## config.mk

```make
export PLATFORM = sky130hd
export DESIGN_NAME = ifmap_gin_dispatcher
export DESIGN_NICKNAME = d
export VERILOG_FILES = /design/src/rtl/ifmap_gin_dispatcher.sv
export SDC_FILE = /design/constraint.sdc
export NUM_CORES = 1
export LEC_CHECK = 0
export CAP_MARGIN = 20
export CORE_AREA = 2 2 515 517
export DETAILED_ROUTE_END_ITERATION = 6
export DIE_AREA = 0 0 517 519
export DONT_BUFFER_PORTS = 1
export HOLD_SLACK_MARGIN = 0.12
export PLACE_DENSITY = 0.3
export SLEW_MARGIN = 20
export SYNTH_ARGS = -nofsm -noshare
export SYNTH_HDL_FRONTEND = slang
export SYNTH_SLANG_ARGS = --single-unit
export TNS_END_PERCENT = 10
```

## constraint.sdc

```tcl
create_clock -name clk -period 2.4 [get_ports clk]
set_clock_uncertainty 0.05 [all_clocks]
set_input_delay 0.12 -clock clk [delete_from_list [all_inputs] [get_ports clk]]
set_output_delay 0.12 -clock clk [all_outputs]
set_load 0.1 [all_outputs]
```

## src/rtl/ifmap_gin_dispatcher.sv

```systemverilog
`default_nettype none
// ============================================================================
// Module   : ifmap_gin_dispatcher
// Purpose  : Pops GIN data/tag pairs and multicasts each word to matching PEs.
// Revision : 1.0
// ============================================================================
module ifmap_gin_dispatcher #(
    parameter int DATA_WIDTH    = 16,
    parameter int ROW_TAG_WIDTH = 4,
    parameter int COL_TAG_WIDTH = 5,
    parameter int NUM_ROWS      = 12,
    parameter int NUM_COLS      = 14,
    parameter int COUNT_WIDTH   = 20
) (
    input  logic                                       clk,
    input  logic                                       reset,
    input  logic                                       start,
    input  logic [COUNT_WIDTH-1:0]                     total_words,
    output logic                                       busy,
    output logic                                       done,
    input  logic                                       gin_fifo_empty,
    output logic                                       re_from_gin_fifo,
    input  logic [DATA_WIDTH-1:0]                      gin_fifo_dout,
    input  logic                                       tags_fifo_empty,
    output logic                                       re_from_tags_fifo,
    input  logic [ROW_TAG_WIDTH-1:0]                   row_tag_in,
    input  logic [COL_TAG_WIDTH-1:0]                   col_tag_in,
    input  logic [NUM_ROWS*ROW_TAG_WIDTH-1:0]          row_id_cfg,
    input  logic [NUM_ROWS*NUM_COLS*COL_TAG_WIDTH-1:0] col_id_cfg,
    input  logic [NUM_ROWS*NUM_COLS-1:0]               pe_ready,
    output logic [NUM_ROWS*NUM_COLS-1:0]               pe_we,
    output logic [DATA_WIDTH-1:0]                      bus_data,
    output logic [COUNT_WIDTH-1:0]                     drop_count
);

    localparam int NUM_PES = NUM_ROWS * NUM_COLS;
    localparam logic [COUNT_WIDTH-1:0] C_CNT_ONE = COUNT_WIDTH'(1);
    localparam logic [COUNT_WIDTH-1:0] C_CNT_MAX = {COUNT_WIDTH{1'b1}};

    typedef enum logic [2:0] {
        S_IDLE    = 3'd0,
        S_FETCH   = 3'd1,
        S_CAPTURE = 3'd2,
        S_DECIDE  = 3'd3,
        S_SEND    = 3'd4
    } state_t;

    state_t                  state_q, state_d;
    logic                    busy_q, busy_d;
    logic                    done_q, done_d;
    logic [COUNT_WIDTH-1:0]  remaining_q, remaining_d;
    logic [COUNT_WIDTH-1:0]  drop_q, drop_d;
    logic [DATA_WIDTH-1:0]   bus_q, bus_d;
    logic [NUM_PES-1:0]      mask_q, mask_d;

    logic [NUM_PES-1:0]      match;
    logic                    re_pair;
    logic                    word_done;
    logic [NUM_PES-1:0]      we;

    // Tag match per PE: row ID compared once per row, column ID per PE.
    generate
        for (genvar i = 0; i < NUM_ROWS; i++) begin : g_row
            logic row_hit;
            assign row_hit = (row_id_cfg[i*ROW_TAG_WIDTH +: ROW_TAG_WIDTH] == row_tag_in);
            for (genvar j = 0; j < NUM_COLS; j++) begin : g_col
                assign match[i*NUM_COLS+j] = row_hit &&
                    (col_id_cfg[(i*NUM_COLS+j)*COL_TAG_WIDTH +: COL_TAG_WIDTH] == col_tag_in);
            end
        end
    endgenerate

    always_comb begin
        state_d     = state_q;
        busy_d      = busy_q;
        done_d      = 1'b0;
        remaining_d = remaining_q;
        drop_d      = drop_q;
        bus_d       = bus_q;
        mask_d      = mask_q;
        re_pair     = 1'b0;
        word_done   = 1'b0;
        we          = '0;

        case (state_q)
            S_IDLE: begin
                if (start) begin
                    remaining_d = total_words;
                    drop_d      = '0;
                    if (total_words == '0) begin
                        done_d = 1'b1;
                    end else begin
                        busy_d  = 1'b1;
                        state_d = S_FETCH;
                    end
                end
            end
            S_FETCH: begin
                if (!gin_fifo_empty && !tags_fifo_empty) begin
                    re_pair = 1'b1;
                    state_d = S_CAPTURE;
                end
            end
            S_CAPTURE: begin
                bus_d   = gin_fifo_dout;
                mask_d  = match;
                state_d = S_DECIDE;
            end
            S_DECIDE: begin
                if (mask_q == '0) begin
                    if (drop_q != C_CNT_MAX) begin
                        drop_d = drop_q + C_CNT_ONE;
                    end
                    word_done = 1'b1;
                end else begin
                    state_d = S_SEND;
                end
            end
            S_SEND: begin
                // All-or-nothing: never write to a subset of the mask.
                if ((pe_ready & mask_q) == mask_q) begin
                    we        = mask_q;
                    word_done = 1'b1;
                end
            end
            default: begin
                state_d = S_IDLE;
                busy_d  = 1'b0;
            end
        endcase

        if (word_done) begin
            if (remaining_q != '0) begin
                remaining_d = remaining_q - C_CNT_ONE;
            end
            if (remaining_q <= C_CNT_ONE) begin
                state_d = S_IDLE;
                busy_d  = 1'b0;
                done_d  = 1'b1;
            end else begin
                state_d = S_FETCH;
            end
        end
    end

    always_ff @(posedge clk) begin
        if (reset) begin
            state_q     <= S_IDLE;
            busy_q      <= 1'b0;
            done_q      <= 1'b0;
            remaining_q <= '0;
            drop_q      <= '0;
            bus_q       <= '0;
            mask_q      <= '0;
        end else begin
            state_q     <= state_d;
            busy_q      <= busy_d;
            done_q      <= done_d;
            remaining_q <= remaining_d;
            drop_q      <= drop_d;
            bus_q       <= bus_d;
            mask_q      <= mask_d;
        end
    end

    assign busy              = busy_q;
    assign done              = done_q;
    assign re_from_gin_fifo  = re_pair;
    assign re_from_tags_fifo = re_pair;
    assign pe_we             = we;
    assign bus_data          = bus_q;
    assign drop_count        = drop_q;

endmodule
`default_nettype wire

```

Word level (Yosys, flattened, before mapping):

Cells that the tools add are included.

* add/sub/neg operators: 2
* multiply operators: 0
* div/mod/pow operators: 0
* magnitude comparators: 1
* equal/unequal tests: 194
* shift-type cells: 0
* muxes and demuxes: 32
* bitwise operators: 1
* reduce and logical (&&, ||, !) cells: 179

Operator list (count)
* 5-bit == test: 168
* 168-bit two-way mux: 2
* 1-bit logical AND: 169
* 168-bit AND: 1
* 168-bit == test: 1
* 168-bit logical NOT: 1
* 20-bit two-way mux: 7
* 4-bit == test: 12
* 20-bit case mux with 2 select lines: 1
* 20-bit by 1-bit adder with 20-bit output (second input constant): 1
* 20-bit by 1-bit less-or-equal comparator with 1-bit output (second input constant): 1
* 20-bit logical NOT: 1
* 20-bit inequality test (second input constant): 1
* 20-bit nonzero test: 1
* 20-bit by 1-bit subtractor with 20-bit output (second input constant): 1
* 3-bit two-way mux: 5
* 3-bit case mux with 5 select lines: 1
* 1-bit two-way mux: 14
* 3-bit inequality test (second input constant): 4
* 2-bit inequality test (second input constant): 4
* 3-bit by 2-bit == test with 1-bit output (second input constant): 2
* 5-bit AND reduction: 1
* 1-bit case mux with 2 select lines: 2
* 4-bit AND reduction: 1
* 6 further kinds: 7

* register bits: 229
* bits in latches: 0
* RAM bits: 0
* ROM bits: 0
* logic and storage cells: 416
* memories: 0

Longest topological paths before layout:

Gate-level depths: netlist of run 1.

* depth in word-level cells: 6
* depth in mapped cells: 11
* mapped depth without buffers: 10

Worst setup path after synthesis of run 1:

OpenSTA, ideal clock, no wires.

* path type: reg2out
* start point: register state_q[2]
* end point: output port re_from_tags_fifo
* data arrival time: 3.356 ns
* data required time: 2.230 ns
* setup slack: -1.126 ns
* cell stages (with the launch flop): 6
* path buffers: 2
* cell sequence: dfxtp_1 clkbuf_1 nor2_1 nand2_1 nor3_1 buf_4

* word-level cells in the longest chain between the ends: 2

RTL lines
* start: declaration: line 48 `state_t state_q, state_d;`
* start signal: assignment: line 156 `state_q <= state_d;`
* 3-bit by 1-bit == test with 1-bit output: line 85 `case (state_q)`
* 1-bit two-way mux: line 85
* end: declaration: line 25 `output logic re_from_tags_fifo,`

No other way between the ends.

Worst setup path after layout of run 1:

* start point: register mask_q[46]
* end point: output port pe_we[28]

* word-level cells in the longest chain between the ends: 4

RTL lines
* start: declaration: line 54 `logic [NUM_PES-1:0] mask_q, mask_d;`
* start signal: assignment: line 162 `mask_q <= mask_d;`
* 168-bit AND: line 121 `if ((pe_ready & mask_q) == mask_q) begin`
* 168-bit == test *: line 121
* 168-bit two-way mux *: line 121
* 168-bit two-way mux *: line 85
* end: declaration: line 31 `output logic [NUM_ROWS*NUM_COLS-1:0] pe_we,`

Every way passes the cells marked *; elsewhere a longest branch is shown, timed or not.

==> results of run 1 <==
-- repair_timing --
item | 4_1_cts | 5_1_grt
setup buffers | 10 | 1
hold endpoints to repair | 229 | 190
hold buffers | 274 | 28
pin swaps | 70 | 24
gates resized for setup | 144 | 61
setup endpoints to repair | 263 | 260
gates cloned | 8 | 1
-- area by class of cell --
class	count	share of cell area, %
diodes	61	0.382
clock buffers	56	3.07
clock inverters	22	0.677
inverters	62	0.602
multi-input cells	2285	41.8
flip-flops and latches	229	11.6
well taps	3533	11.1
repair buffers	1021	30.8
-- final timing paths --
| check | slack [ps] | to | cells after the start | from |
|---|---|---|---|---|
| max | -1610 | pe_we[28] | 13 | mask_q[46] |
| min | -470 | mask_q[44] | 1 | reset |
| max reg2reg | -1290 | remaining_q[17] | 14 | mask_q[62] |
| min reg2reg | 420 | bus_data[2] | 2 | bus_data[2] |
-- per-stage QoR --
stage | util (%) | instance area [um2] | hold WS (ps)
6_report | 15.2 | 39900 | -474
5_1_grt | 15.1 | 39800 | -533
4_1_cts | 14.9 | 39300 | -478
3_5_place_dp | 13.0 | 34200 | 208
3_3_place_gp | 12.9 | 34100 | 209
2_1_floorplan | - | 21600 | 189
-- cells in the final DEF, fill, tap and decap left out, drive strengths merged, types with 60 or more instances in the layout --
cell type,instances
inv,62
a21oi,202
nor3,197
buf,717
nor2,85
nand4,188
nand2b,116
nor4,60
xor2,538
dfxtp,229
diode,61
nand2,236
and2,124
dlygate4sd3,302
xnor2,362
-- logic make-up after synthesis --
group | after synthesis | synth area share [%]
XOR/XNOR | 900 | 37.5
adder cells (fa/ha/maj) | 3 | 0.179
AND/OR/NAND/NOR | 1077 | 27.4
buffers and inverters | 251 | 4.55
flip-flops | 229 | 21.8
AO/OA/AOI/OAI | 304 | 8.59
multiplexers | 1 | 0.0535
-- worst reg2reg max path: stages, from the launching register on --
cell	delay (ps)
dfxtp_1	430
buf_4	210
inv_1	110
o2111ai_1	260
buf_4	290
nor4_4	380
nand4_1	140
buf_4	190
buf_4	130
buf_6	110
nor4_4	370
buf_12	180
nor2_4	90
or4_1	500
a31oi_1	170
-- power by group through the flow --
stage	clock, mW	combinational, mW	sequential (mW)
after floorplan	0	1.83	4.01
after global placement	0	2.22	3.94
after detailed placement	0	2.20	3.94
after CTS	7.37	2.77	3.86
final	6.94	2.83	3.86
after global routing	7.43	3.06	3.86
-- registers in the layout, indices dropped and copies added (netlist names) --
signal       count
bus_data        16
busy             1
done             1
drop_count      20
mask_q         168
remaining_q     20
state_q          3
-- layer usage --
layer  global-route usage [%]  part of all wire (%)
met1                     20.8                    42
met2                     28.3                    47
met3                     4.60                   7.7
met4                     4.06                   2.9
met5                        0                  0.18
==> out/metrics.cfg, run 1 <==
[status]
outcome = finished with violations
violations = negative hold slack, negative setup slack

[clock_tree]
clk_pin_slew_ps = 60
cts_buffer_depth = 3
cts_max_level = 2
cts_buffers = 43
cts_sinks = 229
cts_tree = done
clkLatencyLatePin_ps = 650
cts-root-buf = clkbuf_16

[worst_setup_path]
path_buf_inv = 7
worst_ep_required_time_ps = 2230
crit_family = buffers and inverters
cp_cell_sequence = buf_4, nand2b_4, o2111ai_2, nor4_4, buf_6, nand4_1, buf_4, nor3_4, buf_12, buf_16, buf_6, and2_4, buf_12
cp_slowest_cell = dfxtp_1
crit_arrival_ps = 3840
critPathMaxFanout = 13
slowest_delay_ps = 400
crit_path_start_kind = flop
crit_path_end_kind = primary output
worstSetupPathType = reg -> out

[die]
die-area_um2 = 268000
pin_count = 1314
die_w_um = 517
core_area_um2 = 263000
initial_core_util_pct = 7.98
row_count = 189
die_y_um = 519

[finish]
drive_above_1_share_pct = 29.3
fillers = 30000
nNetsFinal = 4751
fin_cells = 7269
multi_input_area_um2 = 16700
regArea_um2 = 4610
area_delta_synth_final_pct = 89.8

[drt]
vias_per_cell = 3.39
wl_per_cell_um = 32.2
drt_first_iter_violations = 1450
ant_nets = 0
drcViolationCount = 0
wirelength_mm = 234
drt-pass1-iter-count = 7
via_count = 24700

[job]
cap_violations = 0

[timing]
finalSetupTns_ps = -293330
final.min_clock_period_ps = 4010
grt_setup_unrepaired = true
timing.fmax_ghz = 0.249
tightest_slew_ps = 1450
hold_viol = 188
setup_violations = 219
slew_headroom_pct = 3.26
worst_slack_ps = -1610
timing.hold.ws_ps = -474
drv_slew = 0
period_share_pct = 167

[pwr]
power_mw = 13.6
sw_frac_of_total_pct = 30.1
pwr-share-comb_pct = 20.8
power_frac_seq_pct = 28.3
p_sw_mw = 4.10
vdd_ir_drop_max_v = 0.000466
internal_power_mw = 9.52
p_leak_nw = 13.8
p_clk_share_pct = 50.9
power_density_nw_per_um2 = 341

[logic_synthesis]
synth.cell_area_um2 = 21000
synth.distinct_cells = 56
async_flop_share_pct = 0
yosys_warnings = 0
synth_top_area_share_pct = 22.4
synthCells = 2765
synth_common_cells = xor2_1 (538), xnor2_1 (362), nand2_1 (236)
synth.avg_cell_area_um2 = 7.61
yosys.area.top_type = xor2_1
syn-num-nets = 3874
netlist_top_cells_area = xor2_1 (22%), dfxtp_1 (22%), xnor2_1 (15%), nand4_1 (5.6%), a21oi_1 (4.8%)
ys_ff_latch = 229
synth_ff_type = dfxtp_1
yosysMostFrequentCell = xor2_1
yosysSeqAreaShare_pct = 21.8
synth_edf_count = 0

[grt]
grt.overflow.total = 0
antenna_found_initial = 146
grt_pass1_wl_mm = 288
grt_start_max_net_pins = 209
grt_usage_pct = 16.8
grt_pass1_vias = 25700

[placed_design]
hpwl_mm = 201
gp_congestion = 0.854
port_buffers = 0
placedCellCount = 6808
post-place-ws_ps = -2260

[min_path]
hold_class = in -> reg

(Power assumes the default switching activity.)
==> inputs of run 2 (changes only) <==
- CORE_AREA: 2 2 515 517 -> 5 5 503 505
- DIE_AREA: 0 0 517 519 -> 0 0 508 510
==> run 2 against run 1 <==
  * The flow still finishes with violations (negative hold slack, negative setup slack)
  * Routed wire length about the same
  * Critical path depth down 2
  * Cell count decreased by 4.0%
  * Highest routed layer unchanged
==> out/metrics.cfg, run 2 (synthesis gave the netlist of run 1 again) <==
[timing]
timing.hold.ws_ps = -445
tightest_slew_ps = 1120
final.min_clock_period_ps = 3730
hold_viol = 200
period_share_pct = 155
drv_slew = 0
setup_violations = 218
worst_slack_ps = -1330
grt_setup_unrepaired = true
finalSetupTns_ps = -235330
timing.fmax_ghz = 0.268
slew_headroom_pct = 24.4

[finish]
drive_above_1_share_pct = 31.8
nNetsFinal = 4685
top_register = mask_q
finalInstanceArea_um2 = 39100
area_delta_synth_final_pct = 86.1
final_cell_mix = xor2_1 (538), buf_4 (408), xnor2_1 (362)
layout_commonest_cell = xor2_1
largest_reg_flops = 168

[drt]
drt_first_iter_violations = 1400
wirelength_mm = 234
vias_per_cell = 3.52
wl_per_cell_um = 33.5
drcViolationCount = 0
drt-pass1-iter-count = 5
ant_nets = 0
via_count = 24600

[min_path]
hold_class = in -> reg
min_from = reset
holdPathStages = 1
hold_path_end = remaining_q[17]

[pwr]
vdd_ir_drop_max_v = 0.000418
p_leak_nw = 13.5
power_density_nw_per_um2 = 338
power_mw = 13.2

[clock_tree]
cts_buffer_depth = 3
cts_tree = done
cts_max_level = 2
clk_pin_slew_ps = 80
clkLatencyLatePin_ps = 650
cts_buffers = 42
cts_sinks = 229
cts-root-buf = clkbuf_16

[worst_setup_path]
r2r-end = remaining_q[9]
crit_arrival_ps = 4230
worstSetupPathType = reg -> reg
worst_ep_required_time_ps = 2900
r2r.worst_path.cells = 11
critPathMaxFanout = 12
reg2reg_from = mask_q[64]
rrSetupSlack_ps = -1330
crit_path_start_kind = flop
crit_path_end_kind = flop

[placed_design]
hpwl_mm = 203
dpl_cell_area_um2 = 33800
port_buffers = 0
gp_congestion = 0.932
post-place-ws_ps = -2150

[job]
cap_violations = 0

[die]
die-area_um2 = 259000
die_y_um = 510
row_count = 183
core_area_um2 = 248000
initial_core_util_pct = 8.49
die_w_um = 508
pin_count = 1314

[grt]
antenna_found_initial = 136
grt_pass1_vias = 25800
grt_pass1_wl_mm = 288
grt_start_max_net_pins = 209
grt_usage_pct = 17.2
grt.overflow.total = 0

[status]
violations = negative hold slack, negative setup slack
outcome = finished with violations

==> run 2: cell types whose count changed in the layout (fill, tap and decap cells not counted), sizes merged <==
cell	before	now
clkinv	10	14
clkinvlp	7	6
bufinv	5	4
diode	61	41
bufbuf	1	0
dlygate4sd3	302	233
buf	717	721
inv	62	59
==> run 2: area by class of cell <==
cell class	instances	area (um2)
diodes	41	103
well taps	3330	4170
fillers	28100	209000
multi-input cells	2285	17100
clock inverters	21	236
inverters	62	251
flip-flops and latches	229	4640
repair buffers	956	11400
clock buffers	55	1180
==> run 2: power by group <==
group	total, mW	leakage [nW]	internal (mW)	switching [mW]
Sequential	3.86	1.87	3.83	0.0229
Combinational	2.75	11.0	1.48	1.27
Clock	6.64	0.698	3.90	2.74
Total	13.2	13.5	9.21	4.04
==> run 2: critical path, cell delays in order, from the launching register on <==
cell	delay (ps)
dfxtp_1	350
buf_12	140
nor4_1	950
nand4_1	240
nor4_2	320
buf_4	180
nand4_4	150
buf_6	220
nor3_4	170
nor2_4	120
or4_1	500
a31oi_1	220
==> run 2: layer usage <==
metal / track usage (%) / wire length [um] / vias up
met5: 0 / 590 / -
met3: 5.65 / 20400 / 338
li1: - / - / 11000
met2: 29.5 / 111000 / 1250
met4: 4.52 / 7530 / 92
met1: 20.6 / 94600 / 11900
==> run 2: worst max path at each step <==
stage	start	to	slack, ps	cells past startpoint
finish	mask_q[64]	remaining_q[9]	-1330	11
global route	mask_q[23]	remaining_q[9]	-1450	11
CTS	mask_q[54]	remaining_q[9]	-1540	10
detailed placement	mask_q[27]	remaining_q[9]	-2150	12
global placement	mask_q[87]	remaining_q[17]	-3380	11
floorplan	mask_q[109]	pe_we[167]	-150	7
==> run 2: stage by stage <==
stage          utilization [%]  cells
6_report                  15.8   6979
5_1_grt                   15.8   6961
2_1_floorplan                -   2765
4_1_cts                   15.5   6904
3_5_place_dp              13.6   6609
3_3_place_gp              13.6   6607
==> run 2: repair_timing <==
| item | 4_1_cts | 5_1_grt |
|---|---|---|
| endpoints found under the setup margin | 299 | 292 |
| cloned | 4 | 2 |
| gates resized for setup | 219 | 96 |
| hold buffers | 207 | 26 |
| pin swaps | 44 | 42 |
| hold endpoints to repair | 229 | 200 |
| setup buffers | 11 | 7 |
